<file path="config.mk">
export PLATFORM = sky130hd
export DESIGN_NAME = muldiv_ctrl_flat
export DESIGN_NICKNAME = d
export VERILOG_FILES = /design/src/rtl/muldiv_ctrl_if.sv /design/src/rtl/muldiv_ctrl.sv /design/src/flat_wrapper.sv
export SDC_FILE = /design/constraint.sdc
export NUM_CORES = 1
export LEC_CHECK = 0
export ABC_AREA = 1
export CORE_ASPECT_RATIO = 1.75
export CORE_MARGIN = 8
export CORE_UTILIZATION = 47
export DETAILED_ROUTE_END_ITERATION = 12
export PLACE_DENSITY = 0.78
export SYNTH_ARGS = -nofsm -noshare
export SYNTH_HDL_FRONTEND = slang
export SYNTH_SLANG_ARGS = --single-unit
</file>
<file path="constraint.sdc">
create_clock -name Clk -period 1.9 [get_ports Clk]
set_input_delay 0.38 -clock Clk [delete_from_list [all_inputs] [get_ports Clk]]
set_output_delay 0.38 -clock Clk [all_outputs]
set_load 0.02 [all_outputs]
</file>
<file path="src/rtl/muldiv_ctrl_if.sv">
// Request/response channel of the RV32M multiply/divide sequencer.
interface muldiv_ctrl_if #(
  parameter int unsigned XLEN = 32
);
  logic            req_valid;
  logic            req_ready;
  logic [XLEN-1:0] rs1;
  logic [XLEN-1:0] rs2;
  logic [2:0]      funct3;
  logic            resp_valid;
  logic [XLEN-1:0] result;

  modport master (
    output req_valid, rs1, rs2, funct3,
    input  req_ready, resp_valid, result
  );

  modport slave (
    input  req_valid, rs1, rs2, funct3,
    output req_ready, resp_valid, result
  );
endinterface

</file>
<file path="src/rtl/muldiv_ctrl.sv">
// RV32M multiply/divide sequencer in front of the shared 33-bit shift-add/shift-subtract core.
// Prepares core operands, short-circuits divide corner cases and sign-corrects the core result.
module muldiv_ctrl #(
  parameter int unsigned XLEN = 32
) (
  input  logic          Clk,
  input  logic          Reset_n,
  muldiv_ctrl_if.slave  req,
  output logic          Run,
  output logic          div,
  output logic [XLEN:0] opA,
  output logic [XLEN:0] opB,
  input  logic          ready,
  input  logic [XLEN:0] Aval,
  input  logic [XLEN:0] Bval
);
  localparam int unsigned OPW = XLEN + 1;
  localparam int unsigned PW  = 2 * OPW;
  localparam logic [XLEN-1:0] MIN_NEG = {1'b1, {(XLEN-1){1'b0}}};

  typedef enum logic [2:0] {IDLE, ISSUE, WAIT, FIX, DONE} state_e;

  state_e          state_q, state_d;
  logic [2:0]      f3_q, f3_d;
  logic            negq_q, negq_d;
  logic            negr_q, negr_d;
  logic            first_q, first_d;
  logic [PW-1:0]   prod_q, prod_d;
  logic            run_d, div_d;
  logic [OPW-1:0]  opa_d, opb_d;
  logic            vld_q, vld_d;
  logic [XLEN-1:0] res_q, res_d;

  logic            is_div_c, sgn_div_c, a_sgn_mul_c, b_sgn_mul_c, s1_c, s2_c;
  logic            rs2_zero_c, ovf_c, bypass_c;
  logic [XLEN-1:0] abs1_c, abs2_c, bypass_res_c;
  logic [OPW-1:0]  prep_a_c, prep_b_c;
  logic [XLEN-1:0] lo_c, hi_c, rem_c, fix_res_c;

  // Request decode: operand signedness, core operands and the divide short-circuit cases
  always_comb begin
    is_div_c    = req.funct3[2];
    sgn_div_c   = ~req.funct3[0];
    a_sgn_mul_c = (req.funct3[1:0] != 2'b11);
    b_sgn_mul_c = ~req.funct3[1];
    s1_c        = req.rs1[XLEN-1];
    s2_c        = req.rs2[XLEN-1];
    abs1_c      = (sgn_div_c && s1_c) ? (~req.rs1 + XLEN'(1)) : req.rs1;
    abs2_c      = (sgn_div_c && s2_c) ? (~req.rs2 + XLEN'(1)) : req.rs2;
    rs2_zero_c  = (req.rs2 == '0);
    ovf_c       = sgn_div_c && (req.rs1 == MIN_NEG) && (req.rs2 == '1);
    bypass_c    = is_div_c && (rs2_zero_c || ovf_c);
    if (rs2_zero_c) bypass_res_c = req.funct3[1] ? req.rs1 : '1;
    else            bypass_res_c = req.funct3[1] ? '0 : MIN_NEG;
    if (is_div_c) begin
      prep_a_c = {1'b0, abs1_c};
      prep_b_c = {1'b0, abs2_c};
    end else begin
      prep_a_c = {a_sgn_mul_c & s1_c, req.rs1};
      prep_b_c = {b_sgn_mul_c & s2_c, req.rs2};
    end
  end

  // Result selection: {Aval,Bval} is the product, or {remainder, quotient} for divides
  always_comb begin
    lo_c  = XLEN'(prod_q);
    hi_c  = XLEN'(prod_q >> XLEN);
    rem_c = XLEN'(prod_q >> OPW);
    if (!f3_q[2])     fix_res_c = (f3_q[1:0] == 2'b00) ? lo_c : hi_c;
    else if (f3_q[1]) fix_res_c = negr_q ? (~rem_c + XLEN'(1)) : rem_c;
    else              fix_res_c = negq_q ? (~lo_c + XLEN'(1)) : lo_c;
  end

  // Next-state and next-output logic
  always_comb begin
    state_d = state_q;
    f3_d    = f3_q;
    negq_d  = negq_q;
    negr_d  = negr_q;
    first_d = first_q;
    prod_d  = prod_q;
    run_d   = 1'b0;
    div_d   = div;
    opa_d   = opA;
    opb_d   = opB;
    vld_d   = 1'b0;
    res_d   = res_q;
    case (state_q)
      IDLE: begin
        if (req.req_valid && ready) begin
          if (bypass_c) begin
            res_d   = bypass_res_c;
            vld_d   = 1'b1;
            state_d = DONE;
          end else begin
            f3_d    = req.funct3;
            negq_d  = sgn_div_c & (s1_c ^ s2_c);
            negr_d  = sgn_div_c & s1_c;
            div_d   = is_div_c;
            opa_d   = prep_a_c;
            opb_d   = prep_b_c;
            run_d   = 1'b1;
            state_d = ISSUE;
          end
        end
      end
      ISSUE: begin
        first_d = 1'b1;
        state_d = WAIT;
      end
      WAIT: begin
        // The core is still lowering ready during the first wait cycle
        first_d = 1'b0;
        if (!first_q && ready) begin
          prod_d  = {Aval, Bval};
          state_d = FIX;
        end
      end
      FIX: begin
        res_d   = fix_res_c;
        vld_d   = 1'b1;
        state_d = DONE;
      end
      DONE:    state_d = IDLE;
      default: state_d = IDLE;
    endcase
  end

  always_ff @(posedge Clk) begin
    if (!Reset_n) begin
      state_q <= IDLE;
      f3_q    <= '0;
      negq_q  <= 1'b0;
      negr_q  <= 1'b0;
      first_q <= 1'b0;
      prod_q  <= '0;
      Run     <= 1'b0;
      div     <= 1'b0;
      opA     <= '0;
      opB     <= '0;
      vld_q   <= 1'b0;
      res_q   <= '0;
    end else begin
      state_q <= state_d;
      f3_q    <= f3_d;
      negq_q  <= negq_d;
      negr_q  <= negr_d;
      first_q <= first_d;
      prod_q  <= prod_d;
      Run     <= run_d;
      div     <= div_d;
      opA     <= opa_d;
      opB     <= opb_d;
      vld_q   <= vld_d;
      res_q   <= res_d;
    end
  end

  assign req.req_ready  = (state_q == IDLE) && ready;
  assign req.resp_valid = vld_q;
  assign req.result     = res_q;
endmodule
</file>
<file path="src/flat_wrapper.sv">
// flat-port wrapper written by rule: the top's interface ports become plain ports
module muldiv_ctrl_flat 
#(
  parameter int unsigned XLEN = 32
)
  (Clk, Reset_n, Run, div, opA, opB, ready, Aval, Bval, req_req_valid, req_rs1, req_rs2, req_funct3, req_req_ready, req_resp_valid, req_result);
  muldiv_ctrl_if #(.XLEN(XLEN)) req_i ();
  input  logic Clk;
  input  logic Reset_n;
  output logic Run;
  output logic div;
  output logic [XLEN:0] opA;
  output logic [XLEN:0] opB;
  input  logic ready;
  input  logic [XLEN:0] Aval;
  input  logic [XLEN:0] Bval;
  input wire logic [$bits(req_i.req_valid)-1:0] req_req_valid;
  input wire logic [$bits(req_i.rs1)-1:0] req_rs1;
  input wire logic [$bits(req_i.rs2)-1:0] req_rs2;
  input wire logic [$bits(req_i.funct3)-1:0] req_funct3;
  output wire logic [$bits(req_i.req_ready)-1:0] req_req_ready;
  output wire logic [$bits(req_i.resp_valid)-1:0] req_resp_valid;
  output wire logic [$bits(req_i.result)-1:0] req_result;
  assign req_i.req_valid = req_req_valid;
  assign req_i.rs1 = req_rs1;
  assign req_i.rs2 = req_rs2;
  assign req_i.funct3 = req_funct3;
  assign req_req_ready = req_i.req_ready;
  assign req_resp_valid = req_i.resp_valid;
  assign req_result = req_i.result;
  muldiv_ctrl #(.XLEN(XLEN)) u_core (.Clk(Clk), .Reset_n(Reset_n), .req(req_i), .Run(Run), .div(div), .opA(opA), .opB(opB), .ready(ready), .Aval(Aval), .Bval(Bval));
endmodule
</file>
### After elaboration in Yosys (flattened, before gate mapping)

Index checks and enable logic that the tools add are counted.

| storage, ports and cells | value |
|---|---|
| register bits | 175 |
| input bits | 137 |
| output and inout port bits | 102 |
| word-level logic and storage cells | 81 |

| cells by class | value |
|---|---|
| $add $sub $neg | 4 |
| equality and inequality tests | 9 |
| multiplexer cells | 24 |
| bitwise logic cells | 12 |
| reduce and logical (&&, ||, !) cells | 20 |

Operators by type and width:

| operator | number |
|---|---|
| 32-bit two-way mux | 12 |
| 32-bit by 1-bit adder with 32-bit output (second input constant) | 4 |
| 32-bit NOT | 4 |
| 33-bit two-way mux | 2 |
| 32-bit == test (second input constant) | 2 |
| 32-bit case mux with 2 select lines | 1 |
| 32-bit zero test | 1 |
| 3-bit case mux with 4 select lines | 1 |
| 3-bit two-way mux | 3 |
| 3-bit AND reduction | 3 |
| 1-bit logical AND | 8 |
| 3-bit by 2-bit == test with 1-bit output (second input constant) | 2 |
| 2-bit by 1-bit inequality test with 1-bit output (second input constant) | 3 |
| 1-bit bitwise AND | 4 |
| 1-bit case mux with 2 select lines | 2 |
| 2-bit AND reduction | 2 |
| 2-bit nonzero test | 2 |
| 3-bit by 1-bit == test with 1-bit output (second input constant) | 1 |
| 3-bit zero test | 1 |
| 1-bit two-way mux | 3 |
| 1-bit NOT | 3 |
| 2-bit zero test | 1 |
| 2-bit inequality test (second input constant) | 1 |
| 1-bit zero test | 1 |
| other kinds (2) | 2 |

### Depth between registers and ports, before layout

| depth | value |
|---|---|
| depth after elaboration | 8 |
| mapped depth | 15 |
| depth with buffers taken out | 15 |

### Least setup slack after synthesis

OpenSTA, ideal clock, no wires.

| timing path | value |
|---|---|
| path kind | input -> register |
| from | input port req_rs1[1] |
| to | register u_core.res_q[16] (netlist: u_core.req.result[16]) |
| library setup time | 0.117 ns |
| arrival time | 1.776 ns |
| required time | 1.783 ns |
| path slack | 0.007 ns |
| stages | 14 |
| path buffers | 1 |
| cells stage by stage | inv_1 -> ha_1 -> nand2_2 -> nor2_4 -> nand2_1 -> nor2_1 -> nand3_1 -> nand2_2 -> nand4_4 -> nand2_4 -> inv_2 -> buf_6 -> nor2_1 -> nor2_1 |

| between the ends | value |
|---|---|
| longest elaborated chain between the ends | 7 |

Ends and longest elaborated chain:

| element | line | source |
|---|---|---|
| from (decl) | flat_wrapper.sv:18 | `input wire logic [$bits(req_i.rs1)-1:0] req_rs1;` |
| 32-bit == test | muldiv_ctrl.sv:51 | `ovf_c = sgn_div_c && (req.rs1 == MIN_NEG) && (req.rs2 == '1);` |
| 1-bit logical AND (2 in a row) | muldiv_ctrl.sv:51 |  |
| 1-bit logical OR | muldiv_ctrl.sv:52 | `bypass_c = is_div_c && (rs2_zero_c \|\| ovf_c);` |
| 1-bit logical AND | muldiv_ctrl.sv:52 |  |
| 2-bit by 1-bit inequality test with 1-bit output (no line) | n/a |  |
| 3-bit AND reduction (no line) | n/a |  |
| to (signal assigned) | muldiv_ctrl.sv:155 | `res_q <= res_d;` |
| to (decl) | muldiv_ctrl.sv:32 | `logic [XLEN-1:0] res_q, res_d;` |

Every way passes these cells.
A chain may end at the register's enable or synchronous reset.

### Final worst setup path

| timing path | value |
|---|---|
| from | input port req_rs2[6] |
| to | register u_core.opB[5] |

| between the ends | value |
|---|---|
| longest elaborated chain between the ends | 6 |
| elaborated cells between the ends (all ways) | 7 |
| those cells by class | 1 x eq/ne; 1 x bitwise; 5 x reduce/logical |

Ends and longest elaborated chain:

| element | line | source |
|---|---|---|
| from (decl) | flat_wrapper.sv:19 | `input wire logic [$bits(req_i.rs2)-1:0] req_rs2;` |
| 32-bit == test | muldiv_ctrl.sv:51 |  |
| 1-bit logical AND | muldiv_ctrl.sv:51 |  |
| 1-bit logical OR * | muldiv_ctrl.sv:52 |  |
| 1-bit logical AND * | muldiv_ctrl.sv:52 |  |
| 1-bit NOT (no line) * | n/a |  |
| 3-bit AND reduction (no line) * | n/a |  |
| to (signal assigned) | muldiv_ctrl.sv:153 | `opB <= opb_d;` |
| to (decl) | muldiv_ctrl.sv:12 | `output logic [XLEN:0] opB,` |

Every way passes the cells marked *; elsewhere a longest branch is shown, timed or not.

==> flow_summary.ini <==
[pwr]
powerDensity_nw_per_um2 = 769
worst_ir_drop_vdd_uv = 645
leakage_nw = 8.28
power.total_mw = 13.9

[logic_synthesis]
synth_xor_area_share_pct = 3.92
yosysWarnings = 0
synthCells = 1848
synth_edf_count = 0
synth_largest_area_cell = dfxtp_1
muxShareOfSynthArea_pct = 0
synth_compound_area_share_pct = 19.1
syn-num-nets = 1990
syn_avg_cell_area_um2 = 6.05
synth_top_cells_by_area = dfxtp_1 (31%), nand2_1 (14%), o21ai_0 (10%)
synth_top_family_by_area = simple AND/OR/NAND/NOR gates
postSynth.asyncResetShare_pct = 0
ys_types = 39
yosys_register_bits = 174
synthesis.area_um2 = 11200
ys_seq_area_share_pct = 31.2
synthAdderAreaFrac_pct = 0.560
synth_top_area_share_pct = 31.2
yosys.area_share.simple_pct = 35.9
synth.most_common_cell = nand2_1
ys.flop_type = dfxtp_1
synth_common_cells = nand2_1 (419), nor2_1 (271), o21ai_0 (226)

[timing]
fin_setup_tns_ns = -16.01
finalCritPeriodShare_pct = 122
clock_skew_ns = 0.0122
rsz0062_at_grt = true
fin_crit_ns = 2.31
hold_viol_final = 0
slew_viol_final = 0
fmaxAchievable_mhz = 433
setup_slack_ns = -0.411
setup_viol = 106
worst_pin_slew_ns = 0.495
maxSlewHeadroom_pct = 66.8

[placement]
io_buffers = 237
routabilityCongestion = 1.03
dp_slack_ns = -0.744
dp_hpwl_um = 42400
dp.cells = 2571

[floorplan]
io_pins = 239
die_h_um = 220
dieArea_um2 = 29200
die_w_um = 133
core_area_um2 = 23300
initial_core_util_pct = 47.9
row_count = 74

[grt]
grt_max_degree = 67
grt_pass1_wl_um = 86300
grt_overflow_total = 0
grt_pass1_vias = 15200
antenna_found_initial = 3
grt_use_total_pct = 38.8

[cells_and_area]
nNetsFinal = 2489
drive_above_1_share_pct = 28.5
seqCellArea_um2 = 3490
fillers = 1642
multi_input_area_um2 = 7710
instances_no_fill = 2665
fin_util_pct = 77.8
syn2layout_area_growth_pct = 62.4

[critical_path]
cp_slowest_cell = nand4_1
start_kind = input port
worstPathRequired_ns = 2.26
critPathCaptureType = flip-flop
worstSetupPathType = in -> reg
worstPathArrival_ns = 2.67
slowest_delay_ns = 0.33
crit_fanout = 23
cp_cell_sequence = dlygate4sd2_1 > nor2_1 > nand2_1 > nor2_4 > nand4_1 > nand2_2 > nand2_2 > nand3_4 > buf_6 > buf_16 > nand2_1 > a21oi_1

[drt]
num_vias = 15600
finalWirelength_um = 60700
post_drt_wl_per_cell_um = 22.8
firstDrtPassIters = 8
vias_per_cell = 5.85
drt-initial-drc-count = 1454
drc = 0
ant_nets = 0

[cts]
htree_levels = 4
cts-root-buf = clkbuf_16
clkTransAtPathRegs_ns = 0.07
numCtsBuffers = 17
clock-sinks = 174
clk_latency_ns = 0.47
cts_tree = done
clk_path_buf_depth = 2
hold_buffers = 0

[flow_run]
max-cap-violations = 0

[status]
failed_checks = setup timing
run_status = finished with violations

[worst_hold_path]
hp-class = in -> reg
==> stage by stage <==
| step | hold WS [ns] | instance area [um2] |
|---|---|---|
| after detailed placement | 0.454 | 15800 |
| after global placement | 0.451 | 15800 |
| final | 0.221 | 18100 |
| after global routing | 0.239 | 18100 |
| after floorplan | 0.444 | 11200 |
| after CTS | 0.361 | 17200 |
==> cell usage in the layout (no fill, tap or decap), types with 6 or more instances in the layout <==
| cell type | instances |
|---|---|
| a21oi_1 | 141 |
| a21oi_2 | 16 |
| buf_12 | 23 |
| buf_4 | 282 |
| buf_6 | 27 |
| clkbuf_16 | 17 |
| clkbuf_2 | 14 |
| clkdlybuf4s15_1 | 14 |
| clkdlybuf4s50_1 | 159 |
| dfxtp_1 | 172 |
| dlygate4sd2_1 | 46 |
| inv_1 | 140 |
| inv_2 | 20 |
| nand2_1 | 352 |
| nand2_2 | 70 |
| nand2_4 | 10 |
| nand3_1 | 124 |
| nand3_2 | 45 |
| nand3_4 | 20 |
| nand4_1 | 15 |
| nor2_1 | 203 |
| nor2_2 | 56 |
| nor2_4 | 18 |
| nor3_1 | 8 |
| o211ai_1 | 6 |
| o21ai_0 | 208 |
| o21ai_1 | 20 |
| or2_1 | 6 |
| or2_2 | 10 |
| xnor2_1 | 16 |
| xor2_1 | 34 |
==> worst paths after layout <==
path | start | cells past startpoint | end | slack [ns]
setup / recovery | req_rs2[6] | 12 | u_core.opB[5]$_SDFFE_PN0P_ | -0.41
hold / removal | req_rs2[0] | 3 | u_core.opB[0]$_SDFFE_PN0P_ | 0.22
setup reg to reg | u_core.prod_q[0]$_SDFFE_PN0P_ | 14 | u_core.req.result[15]$_SDFFE_PN0P_ | -0.12
hold reg to reg | u_core.opB[14]$_SDFFE_PN0P_ | 2 | u_core.opB[14]$_SDFFE_PN0P_ | 0.47
==> registers in the layout, indices dropped and copies added, names as in the netlist <==
| name | count |
|---|---|
| u_core.prod_q | 65 |
| u_core.opA | 33 |
| u_core.opB | 33 |
| u_core.req.result | 32 |
| u_core.f3_q | 3 |
| u_core.state_q | 3 |
| u_core.Run | 1 |
| u_core.first_q | 1 |
| u_core.negq_q | 1 |
| u_core.negr_q | 1 |
| u_core.req.resp_valid | 1 |
==> routing by layer <==
metal  GRT usage [%]  part of all wire, %
met5               0                0.044
met4            40.8                   12
met3            9.01                  7.7
met2            70.1                   50
met1            33.8                   30
==> layout make-up <==
cell class / count / share of cell area [%]
clock inverter: 15 / 1.15
inverter: 164 / 3.48
multi-input combinational: 1415 / 42.5
antenna: 1 / 0.0138
timing repair buffer: 575 / 29.2
clock buffer: 17 / 2.34
sequential: 174 / 19.2
tap: 304 / 2.10
==> logic make-up (layout without fill, tap and decap cells) <==
logic type | Yosys count | after routing
xor gates and xnor gates | 50 | 50
adders and majority gates | 5 | 5
other | 0 | 1
buffers and inverters | 260 | 771
AOI/OAI and AO/OA | 410 | 410
DFF | 174 | 174
and+or+nand+nor | 949 | 950
==> where the power goes <==
group	switching, mW	internal (mW)
logic	3.41	2.41
registers	0.270	3.94
clock network	1.70	2.22
total	5.38	8.56
==> what timing repair did <==
item | CTS | global route
setup buffers | 37 | 19
hold endpoints to repair | 0 | 0
pin swaps | 44 | 110
setup endpoints to repair | 119 | 143
resized for setup | 183 | 287
gates cloned | 8 | 0
==> worst max-delay path: cells and delay by family <==
family | cells | cell delay [ns]
simple gates | 8 | 1.40
compound gates | 1 | 0.28
buf+inv | 3 | 0.60
Note: power is estimated with default switching activity, not from simulation.
